## src/rtl/defines.sv

```systemverilog
// Shared bus widths and ROM control encodings for the instruction-fetch path.
`ifndef IROM_DEFINES_SV
`define IROM_DEFINES_SV
`define InstAddrBus 31:0
`define InstBus     31:0
`define ChipEnable  1'b1
`define ChipDisable 1'b0
`define ZeroWord    32'h0
`endif

```

## src/rtl/irom_arb_pkg.sv

```systemverilog
// Types shared by the instruction-ROM arbiter: ownership state and port identifier.
package irom_arb_pkg;

    typedef enum logic [1:0] {
        StIdle = 2'd0,
        StOwn0 = 2'd1,
        StOwn1 = 2'd2
    } arb_state_e;

    typedef enum logic {
        PortM0 = 1'b0,
        PortM1 = 1'b1
    } port_id_e;

endpackage

```

## src/rtl/irom_arb_resp_reg.sv

```systemverilog
// Per-port response register: captures the ROM word at the grant edge, valid one cycle later.
`include "defines.sv"

module irom_arb_resp_reg (
    input  logic            clk,
    input  logic            rst,
    input  logic            gnt,
    input  logic [`InstBus] rom_inst,
    output logic            rvalid,
    output logic [`InstBus] rdata
);

    logic            rvalid_q;
    logic [`InstBus] rdata_q;

    always_ff @(posedge clk or negedge rst) begin
        if (!rst) begin
            rvalid_q <= 1'b0;
            rdata_q  <= `ZeroWord;
        end else begin
            rvalid_q <= gnt;
            if (gnt) begin
                rdata_q <= rom_inst;
            end
        end
    end

    assign rvalid = rvalid_q;
    assign rdata  = rdata_q;

endmodule

```

## src/rtl/irom_arbiter.sv

```systemverilog
// Two-port instruction-ROM arbiter with burst-limited ownership and 1-cycle read latency.
// IROM_ARB_RR_EN: round-robin tie-break from idle (default: m0 wins ties from idle).
`include "defines.sv"

module irom_arbiter
    import irom_arb_pkg::*;
#(
    parameter int unsigned BURST_MAX = 4
) (
    input  logic                clk,
    input  logic                rst,
    input  logic                m0_req,
    input  logic [`InstAddrBus] m0_addr,
    output logic                m0_gnt,
    output logic                m0_rvalid,
    output logic [`InstBus]     m0_rdata,
    input  logic                m1_req,
    input  logic [`InstAddrBus] m1_addr,
    output logic                m1_gnt,
    output logic                m1_rvalid,
    output logic [`InstBus]     m1_rdata,
    output logic                rom_ce,
    output logic [`InstAddrBus] rom_addr,
    input  logic [`InstBus]     rom_inst
);

    localparam logic [3:0] BurstLimit = 4'(BURST_MAX);

    arb_state_e state_q, state_d;
    logic [3:0] burst_q, burst_d;
    port_id_e   last_q, last_d;

    logic     win_valid;
    port_id_e win;
    logic     other_req;
    logic     same_owner;

    // Winner selection: contention resolved by current owner and burst count.
    always_comb begin
        win_valid = 1'b0;
        win       = PortM0;
        if (m0_req && m1_req) begin
            win_valid = 1'b1;
            case (state_q)
                StOwn0:  win = (burst_q >= BurstLimit) ? PortM1 : PortM0;
                StOwn1:  win = (burst_q >= BurstLimit) ? PortM0 : PortM1;
                default: begin
`ifdef IROM_ARB_RR_EN
                    win = (last_q == PortM0) ? PortM1 : PortM0;
`else
                    win = PortM0;
`endif
                end
            endcase
        end else if (m0_req) begin
            win_valid = 1'b1;
            win       = PortM0;
        end else if (m1_req) begin
            win_valid = 1'b1;
            win       = PortM1;
        end
    end

    // Grants are suppressed while reset is held so nothing is captured in flight.
    assign m0_gnt = rst && win_valid && (win == PortM0);
    assign m1_gnt = rst && win_valid && (win == PortM1);

    always_comb begin
        rom_ce   = `ChipDisable;
        rom_addr = `ZeroWord;
        if (m0_gnt) begin
            rom_ce   = `ChipEnable;
            rom_addr = m0_addr;
        end else if (m1_gnt) begin
            rom_ce   = `ChipEnable;
            rom_addr = m1_addr;
        end
    end

    always_comb begin
        other_req  = (win == PortM0) ? m1_req : m0_req;
        same_owner = ((state_q == StOwn0) && (win == PortM0)) ||
                     ((state_q == StOwn1) && (win == PortM1));
        state_d    = StIdle;
        burst_d    = 4'd0;
        last_d     = last_q;
        if (win_valid) begin
            state_d = (win == PortM0) ? StOwn0 : StOwn1;
            last_d  = win;
            if (other_req) begin
                burst_d = same_owner ? burst_q + 4'd1 : 4'd1;
            end
        end
    end

    always_ff @(posedge clk or negedge rst) begin
        if (!rst) begin
            state_q <= StIdle;
            burst_q <= 4'd0;
            last_q  <= PortM1;
        end else begin
            state_q <= state_d;
            burst_q <= burst_d;
            last_q  <= last_d;
        end
    end

    irom_arb_resp_reg u_resp_m0 (
        .clk      (clk),
        .rst      (rst),
        .gnt      (m0_gnt),
        .rom_inst (rom_inst),
        .rvalid   (m0_rvalid),
        .rdata    (m0_rdata)
    );

    irom_arb_resp_reg u_resp_m1 (
        .clk      (clk),
        .rst      (rst),
        .gnt      (m1_gnt),
        .rom_inst (rom_inst),
        .rvalid   (m1_rvalid),
        .rdata    (m1_rdata)
    );

endmodule

```

## config.mk

```make
export PLATFORM = sky130hd
export DESIGN_NAME = irom_arbiter
export DESIGN_NICKNAME = d
export VERILOG_FILES = /design/src/rtl/irom_arb_pkg.sv /design/src/rtl/irom_arb_resp_reg.sv /design/src/rtl/irom_arbiter.sv
export VERILOG_INCLUDE_DIRS = /design/src /design/src/rtl
export SDC_FILE = /design/constraint.sdc
export NUM_CORES = 1
export LEC_CHECK = 0
export BUFFER_PORTS_ARGS = -buffer_cell sky130_fd_sc_hd__buf_2
export CAP_MARGIN = 25
export CORE_MARGIN = 2
export CORE_UTILIZATION = 29
export DETAILED_ROUTE_END_ITERATION = 10
export GPL_TIMING_DRIVEN = 0
export SYNTH_ARGS = -nofsm -noshare
export SYNTH_HDL_FRONTEND = slang
export SYNTH_HIERARCHICAL = 1
export SYNTH_SLANG_ARGS = --single-unit
```

## constraint.sdc

```tcl
create_clock -name clk -period 2.8 [get_ports clk]
set_input_delay 0.42 -clock clk [delete_from_list [all_inputs] [get_ports clk]]
set_output_delay 0.42 -clock clk [all_outputs]
set_load 0.01 [all_outputs]
```

== Yosys cells after proc, flatten, opt, wreduce, memory -nomap -nowiden ==
Cells that the tools add are included.
Word-level totals
  flip-flop bits (word level): 72
  input bits: 100
  output and inout bits: 101
  logic and storage cells: 36
Operators by class
  add/subtract/negate cells: 1
  magnitude comparators: 1
  equality and inequality tests: 2
  multiplexer cells: 18
  bitwise logic cells: 1
  reduce and logical (&&, ||, !) cells: 7
Operator list (count)
  2-to-1 mux 32 bit: 2
  2-to-1 mux 4 bit: 3
  2-to-1 mux 1 bit: 10
  logical AND 1 bit: 6
  adder 4 x 1 -> 4 bit, second input constant: 1
  >= comparator 4 x 3 -> 1 bit, second input constant: 1
  2-to-1 mux 2 bit: 2
  == test 2 x 1 -> 1 bit, second input constant: 1
  == test 2 bit, second input constant: 1
  case mux 1 bit (2 select lines): 1
  logical OR 1 bit: 1
  NOT 1 bit: 1

== Depth between registers and ports, before layout ==
Gate-level depths: netlist (run 1).
  word-level depth: 10
  mapped depth: 7
  depth with buffers taken out: 5

== Hierarchy ==
Netlist (run 1), hierarchy kept.
Modules (own cells, without submodules)
  irom_arb_resp_reg: times used 2, cells each 69, area each 1370.1 um^2, seq. area each 825.8 um^2
  irom_arbiter: times used 1, cells each 177, area each 1172.4 um^2, seq. area each 150.1 um^2

== Worst setup path after synthesis (run 1) ==
No wires, ideal clock.
  path kind: register to register
  from: reg burst_q[2]
  to: reg u_resp_m1.rdata_q[0] (netlist: u_resp_m1/rdata[0])
  setup time: 0.125 ns
  arrival: 1.869 ns
  required time: 2.675 ns
  slack: 0.806 ns
  cell stages (with the launch flop): 8
  path buffers: 3
  clock period less this slack: 1.994 ns
  path through: dfrtp_1 or2_1 o221ai_4 buf_6 and3_1 buf_6 buf_12 mux2_4
On the way
  longest elaborated chain between the ends: 5
  elaborated cells between the ends (all ways): 6
  classes of those cells: 1 x order compare; 4 x mux; 1 x reduce/logical
RTL lines
  start: declaration: line irom_arbiter.sv:30  | logic [3:0] burst_q, burst_d;
  start signal: assignment: line irom_arbiter.sv:103  | burst_q <= burst_d;
  >= comparator 4 x 3 -> 1 bit *: line irom_arbiter.sv:45, irom_arbiter.sv:46
  2-to-1 mux 1 bit (on tied branches): line irom_arbiter.sv:46, irom_arbiter.sv:45
  case mux 1 bit (2 select lines) *: line irom_arbiter.sv:44  | case (state_q)
  2-to-1 mux 1 bit *: line irom_arbiter.sv:42  | if (m0_req && m1_req) begin
  logical AND 1 bit *: line irom_arbiter.sv:66  | assign m1_gnt = rst && win_valid && (win == PortM1);
  via m1_gnt: line irom_arbiter.sv:19  | output logic m1_gnt,
  end signal: assignment: line irom_arb_resp_reg.sv:19  | rdata_q <= `ZeroWord;
  end signal: assignment: line irom_arb_resp_reg.sv:23  | rdata_q <= rom_inst;
  end: declaration: line irom_arb_resp_reg.sv:14  | logic [`InstBus] rdata_q;
Mark *: on every way through the listed nets, which the timed path passes. The rest lies on a longest branch.
A chain may end at the register's enable or synchronous reset.

== Final worst setup path (run 1) ==
  from: in rst
  to: out rom_addr[20]
On the way
  longest elaborated chain between the ends: 4
  elaborated cells between the ends (all ways): 5
  classes of those cells: 2 x mux; 3 x reduce/logical
RTL lines
  start: declaration: line irom_arbiter.sv:11  | input logic rst,
  logical AND 1 bit *: line irom_arbiter.sv:65, irom_arbiter.sv:66
  logical AND 1 bit: line irom_arbiter.sv:66
  2-to-1 mux 32 bit: line irom_arbiter.sv:74  | end else if (m1_gnt) begin
  2-to-1 mux 32 bit *: line irom_arbiter.sv:71  | if (m0_gnt) begin
  end: declaration: line irom_arbiter.sv:23  | output logic [`InstAddrBus] rom_addr,
Mark *: on every way between the ends. The rest lies on a longest branch, timed or not.

==> summary.md, run 1 <==
| Metric | Value |
|---|---|
| Outcome | finished clean |
| Main combinational cell family by area after synthesis | multiplexers |
| Post-Synth XOR/XNOR Area | 0.00224 |
| Post-DRT Antenna Nets | 0 |
| Row count | 42 |
| Drt pass-1 iters | 4 |
| Adder-cell share of the synthesized area | 0.00320 |
| Critical Path End Type | output port |
| Final #Nets | ~630 |
| Via/cell ratio | between 4 and 5 |
| Worst min path class | in -> async |
| Wire length of the first global-routing pass | about 17 mm |
| Final WL | between 10 and 15 mm |
| CTS buffer count | 9 |
| Synthesis-stage register bit count | 72 |
| Max Freq | slightly below 400 MHz |
| Clock Path Buffers | 2 |
| Iter 0 DRT Violations | approximately 120 |
| Asr flop ratio synth | 1.00 |
| Slew HR | 0.560 |
| Fin worst setup slack | ~0.28 ns |
| Initial Util | 0.297 |
| Syn Inst Count | between 300 and 400 |
| Worst R2R Setup Slack | around 0.56 ns |
| Final Setup Violations | 0 |
| Final period utilization | 0.899 |
| Post-synthesis sequential area ratio | 0.461 |
| R2R Path Start | burst_q[2]$_DFF_PN0_ |
| Maximum VDD drop | roughly 280 µV |
| Netlist cell types | 27 |
| Count leader, synth | dfrtp_1 |
| Max-slew violation count | 0 |
| Antenna violations before repair | 0 |
| Worst-path fanout max | 73 |
| RSZ-0062 raised after global routing | no |
| Buffers added on ports | 198 |
| Area delta synth->final | 39.3% |
| Finished Cell Area | ~5500 µm² |
| Post-synth EDFFs | 0 |
| Yosys top cell by area | dfrtp_1 |
| Clock skew | roughly 0.0045 ns |
| Share of cells above drive strength 1 | 0.567 |
| Floorplan Core Area | about 13000 µm² |
| Die width | between 100 and 150 µm |
| Yosys warning count | 6 |
| Total GRT Usage | 0.148 |
| Reg2Reg Depth | 7 |
| Total clock sinks | roughly 70 |
| Pin count of the biggest net entering global routing | 74 |
| Syn Nets | ~420 |
| Storage cell area | roughly 1800 µm² |
| Worst-Margin Slew | roughly 0.66 ns |
| Worst-path clk slew | ~0.050 ns |
| Final min period | around 2.5 ns |
| Post-synthesis simple-gate area fraction | 0.0963 |
| Gr ovfl total | 0 |
| ANT cells | 0 |
| Mux cell area share after synthesis | 0.242 |
| Area of the multi-input gates | 1820 µm² |
| Max H-tree Level | 3 |
| FILL cells | 1265 |
| IO Count | 201 |
| Vias in the first global route | about 3400 |
| Max Cap Violations | 0 |
| CTS root buf | clkbuf_16 |
| P per Cell Area | between 600 and 700 nW/µm² |
| Worst Setup Start Kind | input port |
| Post-detail-place hpwl | ~8.1 mm |
| Gpl congestion | 0.863 |
| Share of the synthesized area in the top cell type | 0.461 |
| Cell Area, Placed | approximately 5000 µm² |
| Synth top cells by count | 72 x dfrtp_1, 60 x mux2_4, 34 x a21oi_1 |
| DR DRC count | 0 |
| Final Hold Viols | 0 |
| Worst skew pair latency | approximately 0.32 ns |
| Cts-stage hold buffer count | 0 |
| Die ar. | 14400 µm² |
| Area of the mapped netlist | slightly below 4000 µm² |
| CTS tree | yes |
| DR WL/cell | 15.0 µm |
| Synth Area in Compound Gates | 0.121 |
| Synth Flop Type | dfrtp_1 |
| Top cells by area, synth | dfrtp_1 46%, mux2_4 23%, o21a_1 6.3% |
| Mean Syn Cell Area | 12.4 µm² |
| DR vias | ~3200 |
| Setup CP Type | in -> out |
| CP Data Required Time | 2.38 ns |
| Leakage | between 0.002 and 0.003 µW |
| Pre-CTS WS | ~0.031 ns |
| Overall die height | between 100 and 150 µm |
| RR Endpoint | u_resp_m0/rdata[6]$_DFFE_PN0P_ |
| Worst EP arrival | 2.10 ns |
-- layer usage --
layer / GRT usage / up-vias / share of wire
li1: - / 1515 / -
met1: 0.179 / 1524 / 0.42
met2: 0.248 / 185 / 0.47
met3: 0.0399 / 19 / 0.086
met4: 0.0596 / 0 / 0.024
met5: 0 / - / 0
-- state kept, by name, indices dropped and copies added, names as in the netlist --
name / cells
u_resp_m1/rvalid: 1
u_resp_m0/rdata: 32
burst_q: 4
u_resp_m1/rdata: 32
u_resp_m0/rvalid: 1
state_q: 2
-- stage by stage --
stage | power, µW | TNS, ns | utilization | hold slack (ns) | std cells
after floorplan | 1880 | 0 | - | 0.124 | 315
after CTS | 3520 | 0 | 0.413 | 0.267 | 705
after detailed placement | 2270 | 0 | 0.389 | 0.447 | 689
after global placement | 2260 | -34.60 | 0.388 | 0.433 | 689
after global routing | 3660 | 0 | 0.413 | 0.157 | 705
final | 3470 | 0 | 0.413 | 0.111 | 705
-- kinds of logic (layout without fill, tap and decap cells) --
family / Yosys count / count (layout)
buf+inv: 31 / 245
fa+ha+maj: 1 / 1
compound gates: 71 / 71
flops: 72 / 72
mux: 64 / 64
simple gates: 74 / 74
other cells: 1 / 1
xor+xnor: 1 / 1
-- worst max-delay path by stage --
stage,cells after the start,slack [ns],start,to
global route,5,0.1,rst,rom_addr[20]
finish,5,0.28,rst,rom_addr[20]
CTS,5,0.03,rst,rom_addr[20]
floorplan,7,0.81,burst_q[2]$_DFF_PN0_,u_resp_m1/rdata[0]$_DFFE_PN0P_
global placement,5,-0.47,rst,rom_addr[20]
detailed placement,5,0.03,rst,rom_addr[20]
-- timing repair --
| action | CTS | global route |
|---|---|---|
| buffers inserted | 0 | 0 |
| hold endpoints to repair | 0 | 0 |
| endpoints found under the setup margin | 0 | 30 |
| resized for setup | 0 | 1 |
-- layout by cell type (no fill, tap or decap), types with 2 or more instances in the layout --
cell / count
mux2_4: 60
nor2_1: 2
mux2_2: 4
clkinv_2: 2
and3_1: 33
clkbuf_1: 10
and2_1: 2
nand2_1: 33
dfrtp_1: 72
o21a_1: 33
buf_1: 2
buf_12: 6
buf_2: 198
bufinv_16: 2
a21oi_1: 34
buf_6: 9
buf_4: 4
clkbuf_16: 9
-- critical path, stage by stage --
cell,delay (ns)
buf_6,0.49
buf_1,0.38
clkbuf_1,0.38
o21a_1,0.24
buf_2,0.15
-- final cells by class --
| class | instances | area share |
|---|---|---|
| multi-input cells | 212 | 0.334 |
| flip-flops and latches | 72 | 0.331 |
| plain buffers | 30 | 0.0526 |
| repair buffers | 198 | 0.183 |
| clock inverters | 5 | 0.0145 |
| clock buffers | 11 | 0.0445 |
| well taps | 176 | 0.0404 |
| inverters | 1 | 0.000689 |
-- report_power, final --
group	switching [µW]	internal (µW)	total [µW]
logic	414	515	929
registers	98.5	1220	1320
clock network	412	804	1220
(Power assumes the default switching activity.)
==> run 2: changes to the inputs <==
- CORE_UTILIZATION: 29 -> 45
- PLACE_DENSITY: not set -> 0.79
==> summary.md, run 2 (synthesis results as in run 1) <==
| Metric | Value |
|---|---|
| Final period utilization | 0.865 (-0.0344) |
| CP peak stage delay | 0.49 ns (about the same) |
| Total clock sinks | 72 (unchanged) |
| ANT cells | 0 (unchanged) |
| CP Data Required Time | 2.38 ns (about the same) |
| Total GRT Usage | 0.221 (+0.0735) |
| Post-detail-place hpwl | 7.84 mm (-2.9%) |
| P per Cell Area | 604 nW/µm² (-5.0%) |
| Iter 0 DRT Violations | 66 (-43%) |
| Initial Util | 0.455 (+0.159) |
| Worst-path clk slew | 0.08 ns (+0.03 ns) |
| Buffers added on ports | 198 (unchanged) |
| Final WL | 10.2 mm (-3.3%) |
| DR DRC count | 0 (unchanged) |
| Crit path from | rst |
| Top Family by Delay on Critical Path | buffers and inverters |
| Critical Path End Type | output port |
| IO Count | 201 (unchanged) |
| RR Endpoint | u_resp_m1/rdata[14]$_DFFE_PN0P_ |
| Worst EP arrival | 2.00 ns (-0.10 ns) |
| Reg2Reg Depth | 7 (unchanged) |
| Util after Layout | 0.614 (+0.200) |
| Worst min path class | in -> async |
| Max Freq | 413 MHz (+4.0%) |
| Final Setup Violations | 0 (unchanged) |
| Via/cell ratio | 4.96 (+7.8%) |
| Wire length of the first global-routing pass | 16.7 mm (-1.7%) |
| R2R Path Start | burst_q[2]$_DFF_PN0_ |
| Die ar. | 9460 µm² (-34%) |
| Row count | 34 (-19%) |
| CP max-delay cell | buf_6 |
| Final Hold Viols | 0 (unchanged) |
| Share of cells above drive strength 1 | 0.567 (unchanged) |
| Antenna violations before repair | 0 (unchanged) |
| Gr ovfl total | 0 (unchanged) |
| Pin count of the biggest net entering global routing | 74 (unchanged) |
| Clock skew | 0.0118 ns (+0.00734 ns) |
| Cts-stage hold buffer count | 0 (unchanged) |
| Vias in the first global route | 3207 (-5.5%) |
| Clock Path Buffers | 2 (unchanged) |
| Final min period | 2.42 ns (-0.0962 ns) |
| Outcome | finished clean |
| Worst Setup Start Kind | input port |
| Overall die height | 97.2 µm (-19%) |
| Area delta synth->final | 34.8% |
| Post-DRT Antenna Nets | 0 (unchanged) |
| Setup CP Type | in -> out |
| Final #Nets | 625 (unchanged) |
| Worst-Margin Slew | 0.639 ns (-0.0216 ns) |
| Final Non-Filler Cells | 637 (-9.6%) |
| Placed cell count | 621 (-9.9%) |
| Worst-path fanout max | 73 (unchanged) |
| CTS root buf | clkbuf_8 |
| DR vias | 3159 (-2.6%) |
| RSZ-0062 raised after global routing | no |
| CTS buffer count | 9 (unchanged) |
| CTS tree | yes |
| Drt pass-1 iters | 4 (unchanged) |
| Most frequent cells in the layout | 198 x buf_2, 72 x dfrtp_1, 60 x mux2_4 |
| Leakage | 0.00283 µW (-1.6%) |
| DR WL/cell | 16.0 µm (+7.0%) |
| Worst skew pair latency | 0.34 ns (+0.02 ns) |
| Die width | 97.2 µm (-19%) |
| Worst path bufs/invs | 4 (unchanged) |
| Worst R2R Setup Slack | 0.64 ns (+0.08 ns) |
| Cells along the critical path | buf_6, buf_1, clkbuf_1, o21a_1, buf_2 |
| Max-slew violation count | 0 (unchanged) |
| Floorplan Core Area | 8590 µm² (-35%) |
| Slew HR | 0.574 (+0.0144) |
| Max Cap Violations | 0 (unchanged) |
| Most common cell after layout, fill and taps aside | buf_2 |
| Gpl congestion | 0.805 (-6.7%) |
| Max H-tree Level | 3 (unchanged) |
| Maximum VDD drop | 224 µV (-19%) |
-- run 2: cell count changes in the layout (fill, tap and decap cells not counted) --
cell,previous run,this run
clkinv_4,0,1
inv_6,1,2
clkinv_2,2,0
clkbuf_16,9,0
clkbuf_8,1,10
-- run 2: report_power, final --
part | internal [µW] | switching, µW
Combinational | 515 | 415
Sequential | 1220 | 102
Clock | 535 | 397
Total | 2270 | 914
-- run 2: area by class of cell --
class	count	area [µm²]
multi-input combinational	212	1820
clock inverter	5	86.3
buffer	30	287
timing repair buffer	198	997
tap	108	135
clock buffer	11	141
inverter	1	3.75
sequential	72	1800
fill	680	3320
-- run 2: what timing repair did --
action / 4_1_cts / 5_1_grt
endpoints found under the hold margin: 0 / 0
gates resized for setup: 0 / 1
setup endpoints to repair: 0 / 30
setup buffers: 0 / 0
-- run 2: metal layers --
layer  vias up  part of all wire  track usage
met2       147              0.52        0.396
met5         -                 0            0
met1      1482              0.40        0.263
met4         0             0.020       0.0694
met3        13             0.066       0.0532
li1       1517                 -            -
-- run 2: worst max path at each step --
| stage | depth (start not counted) | slack, ns | to |
|---|---|---|---|
| 6_report | 5 | 0.38 | rom_addr[3] |
| 4_1_cts | 5 | 0.13 | rom_addr[3] |
| 3_5_place_dp | 5 | 0.13 | rom_addr[3] |
| 3_3_place_gp | 5 | -0.30 | rom_addr[10] |
| 2_1_floorplan | 7 | 0.81 | u_resp_m1/rdata[0]$_DFFE_PN0P_ |
| 5_1_grt | 5 | 0.18 | rom_addr[3] |
-- run 2: per-stage QoR --
step	power, µW	setup slack [ns]	hold slack, ns	TNS (ns)	cell area (µm²)
final	3180	0.378	0.0797	0	5270
after floorplan	1880	0.806	0.124	0	3910
after CTS	3230	0.131	0.212	0	5270
after global routing	3360	0.183	0.118	0	5270
after detailed placement	2270	0.135	0.459	0	5040
after global placement	2240	-0.298	0.435	-21.08	5040
==> run 3: changes to the inputs <==
- CORE_MARGIN: 2 -> 3
- clock period: 2.8 -> 2.4 ns (I/O delays scaled with it)
==> summary.md, run 3 (synthesis results as in run 1) <==
| Metric | Value |
|---|---|
| Worst R2R Setup Slack | 0.23 ns (-0.41 ns) |
| Cts-stage hold buffer count | 0 (unchanged) |
| Max-slew violation count | 0 (unchanged) |
| Total clock sinks | 72 (unchanged) |
| Reg2Reg Depth | 7 (unchanged) |
| Outcome | finished with violations |
| Most common cell after layout, fill and taps aside | buf_2 |
| Setup CP Type | reg -> out |
| CP Data Required Time | 2.04 ns (-0.34 ns) |
| Max Cap Violations | 0 (unchanged) |
| Worst Setup Start Kind | register |
| Final WL | 10.0 mm (-1.9%) |
| Worst-path fanout max | 10 (-86%) |
| RR Endpoint | u_resp_m1/rdata[16]$_DFFE_PN0P_ |
| Gr ovfl total | 0 (unchanged) |
| Wire length of the first global-routing pass | 15.8 mm (-5.2%) |
| Worst min path class | in -> async |
| Switching Power | 1060 µW (+16%) |
| Failing checks | hold timing |
| Clock share of power | 0.242 (-0.050) |
| Flop pwr share | 0.444 (+0.028) |
| Initial Util | 0.469 (+0.0138) |
| Final period utilization | 0.959 |
| Most frequent cells in the layout | 198 x buf_2, 72 x dfrtp_1, 60 x mux2_4 |
| Die width | 99.2 µm (+2.1%) |
| IO Count | 201 (unchanged) |
| Via/cell ratio | 4.99 (+0.63%) |
| Final Setup Violations | 0 (unchanged) |
| Critical Path End Type | output port |
| Die ar. | 9850 µm² (+4.2%) |
| Hold WS | -0.0942 ns (-0.174 ns) |
| Drt pass-1 iters | 4 (unchanged) |
| Post-detail-place hpwl | 7.52 mm (-4.1%) |
| Max Freq | between 400 and 500 MHz |
| CTS tree | yes |
| Max H-tree Level | 3 (unchanged) |
| Post-DRT Antenna Nets | 0 (unchanged) |
| Iter 0 DRT Violations | 61 (-7.6%) |
| DR DRC count | 0 (unchanged) |
| Clock skew | 0.00810 ns (-0.00372 ns) |
| CTS root buf | clkbuf_8 |
| Area delta synth->final | 33.6% |
| Total chip power | 3470 µW (+9.0%) |
| Pin count of the biggest net entering global routing | 74 (unchanged) |
| Total GRT Usage | 0.201 (-0.0209) |
| Worst skew pair latency | 0.34 ns (about the same) |
| Crit path from | burst_q[2]$_DFF_PN0_ |
| CTS buffer count | 9 (unchanged) |
| Maximum VDD drop | 306 µV (+37%) |
| Combinational share of power | 0.314 (+0.022) |
| Final #Nets | 625 (unchanged) |
| Worst EP arrival | 1.94 ns (-0.06 ns) |
| Share of cells above drive strength 1 | 0.567 (unchanged) |
| RSZ-0062 raised after global routing | no |
| Antenna violations before repair | 0 (unchanged) |
| P per Cell Area | 664 nW/µm² (+9.9%) |
| Row count | 33 (-2.9%) |
| Vias in the first global route | 3190 (-0.53%) |
| Leakage | 0.00281 µW (-0.86%) |
| DR WL/cell | 15.8 µm (-1.5%) |
| Floorplan Core Area | 8340 µm² (-2.9%) |
| Overall die height | 99.2 µm (+2.1%) |
| ANT cells | 0 (unchanged) |
| Switching share of power | 0.306 (+0.0190) |
| Worst-path clk slew | 0.08 ns (about the same) |
| R2R Path Start | burst_q[2]$_DFF_PN0_ |
| Final min period | approximately 2.3 ns |
| Buffers added on ports | 198 (unchanged) |
| Gpl congestion | 0.845 (+4.9%) |
| Clock Path Buffers | 2 (unchanged) |
| Final Hold Viols | 72 (+72) |
| Internal power | 2410 µW (+6.1%) |
| DR vias | 3164 (+0.16%) |
[run 3: changes by cell type in the layout (fill, tap and decap cells not counted)]
cell	before	now
buf_12	6	7
bufinv_16	2	0
clkbuf_8	10	9
o22ai_4	0	1
clkinv_2	0	2
buf_6	9	8
clkinvlp_4	0	1
o22ai_2	1	0
[run 3: final cells by class]
cell class	count	area (µm²)
flip-flops and latches	72	1800
plain buffers	30	287
clock buffers	10	128
inverters	1	3.75
fillers	677	3110
clock inverters	6	43.8
repair buffers	198	1010
multi-input cells	212	1830
well taps	105	131
[run 3: per-layer routing]
metal | track usage | part of all wire
met1 | 0.246 | 0.40
met2 | 0.348 | 0.51
met3 | 0.0407 | 0.079
met4 | 0.0767 | 0.0085
met5 | 0 | 0
[run 3: critical path, cell delays in order (launching register included)]
cell and delay [ns]:
dfrtp_1 0.42, or2_1 0.31, o221ai_4 0.28, buf_6 0.18
and3_1 0.17, o21a_1 0.12, buf_2 0.13
[run 3: how the worst max path moves through the flow]
| stage | slack (ns) | depth (start not counted) | endpoint |
|---|---|---|---|
| final | 0.1 | 6 | rom_addr[18] |
| after global routing | 0.00002 | 6 | rom_addr[14] |
| after CTS | 0.04 | 5 | rom_addr[5] |
| after detailed placement | -0.17 | 5 | rom_addr[5] |
| after global placement | -0.64 | 5 | rom_addr[5] |
| after floorplan | 0.41 | 7 | u_resp_m1/rdata[0]$_DFFE_PN0P_ |
[run 3: power by group through the flow]
stage / Clock, µW / Sequential [µW] / Combinational, µW
after floorplan: 0 / 1660 / 537
after global placement: 0 / 1550 / 1070
after detailed placement: 0 / 1560 / 1080
after CTS: 880 / 1540 / 1090
after global routing: 932 / 1570 / 1170
final: 840 / 1540 / 1090
[run 3: repair_timing]
action | 4_1_cts | 5_1_grt
resized for setup | 1 | 4
endpoints found under the hold margin | 0 | 72
setup endpoints to repair | 30 | 30
pin swaps | 0 | 0
buffers inserted | 0 | 0
[run 3: metrics by stage]
| step | setup TNS [ns] | cells | util | setup slack, ns | cell area [µm²] |
|---|---|---|---|---|---|
| 5_1_grt | 0 | 634 | 0.627 | 0.0000209 | 5230 |
| 6_report | 0 | 634 | 0.627 | 0.0984 | 5230 |
| 4_1_cts | 0 | 634 | 0.625 | 0.0379 | 5210 |
| 2_1_floorplan | 0 | 315 | - | 0.406 | 3910 |
| 3_5_place_dp | -11.78 | 618 | 0.604 | -0.168 | 5040 |
| 3_3_place_gp | -57.65 | 618 | 0.604 | -0.645 | 5030 |
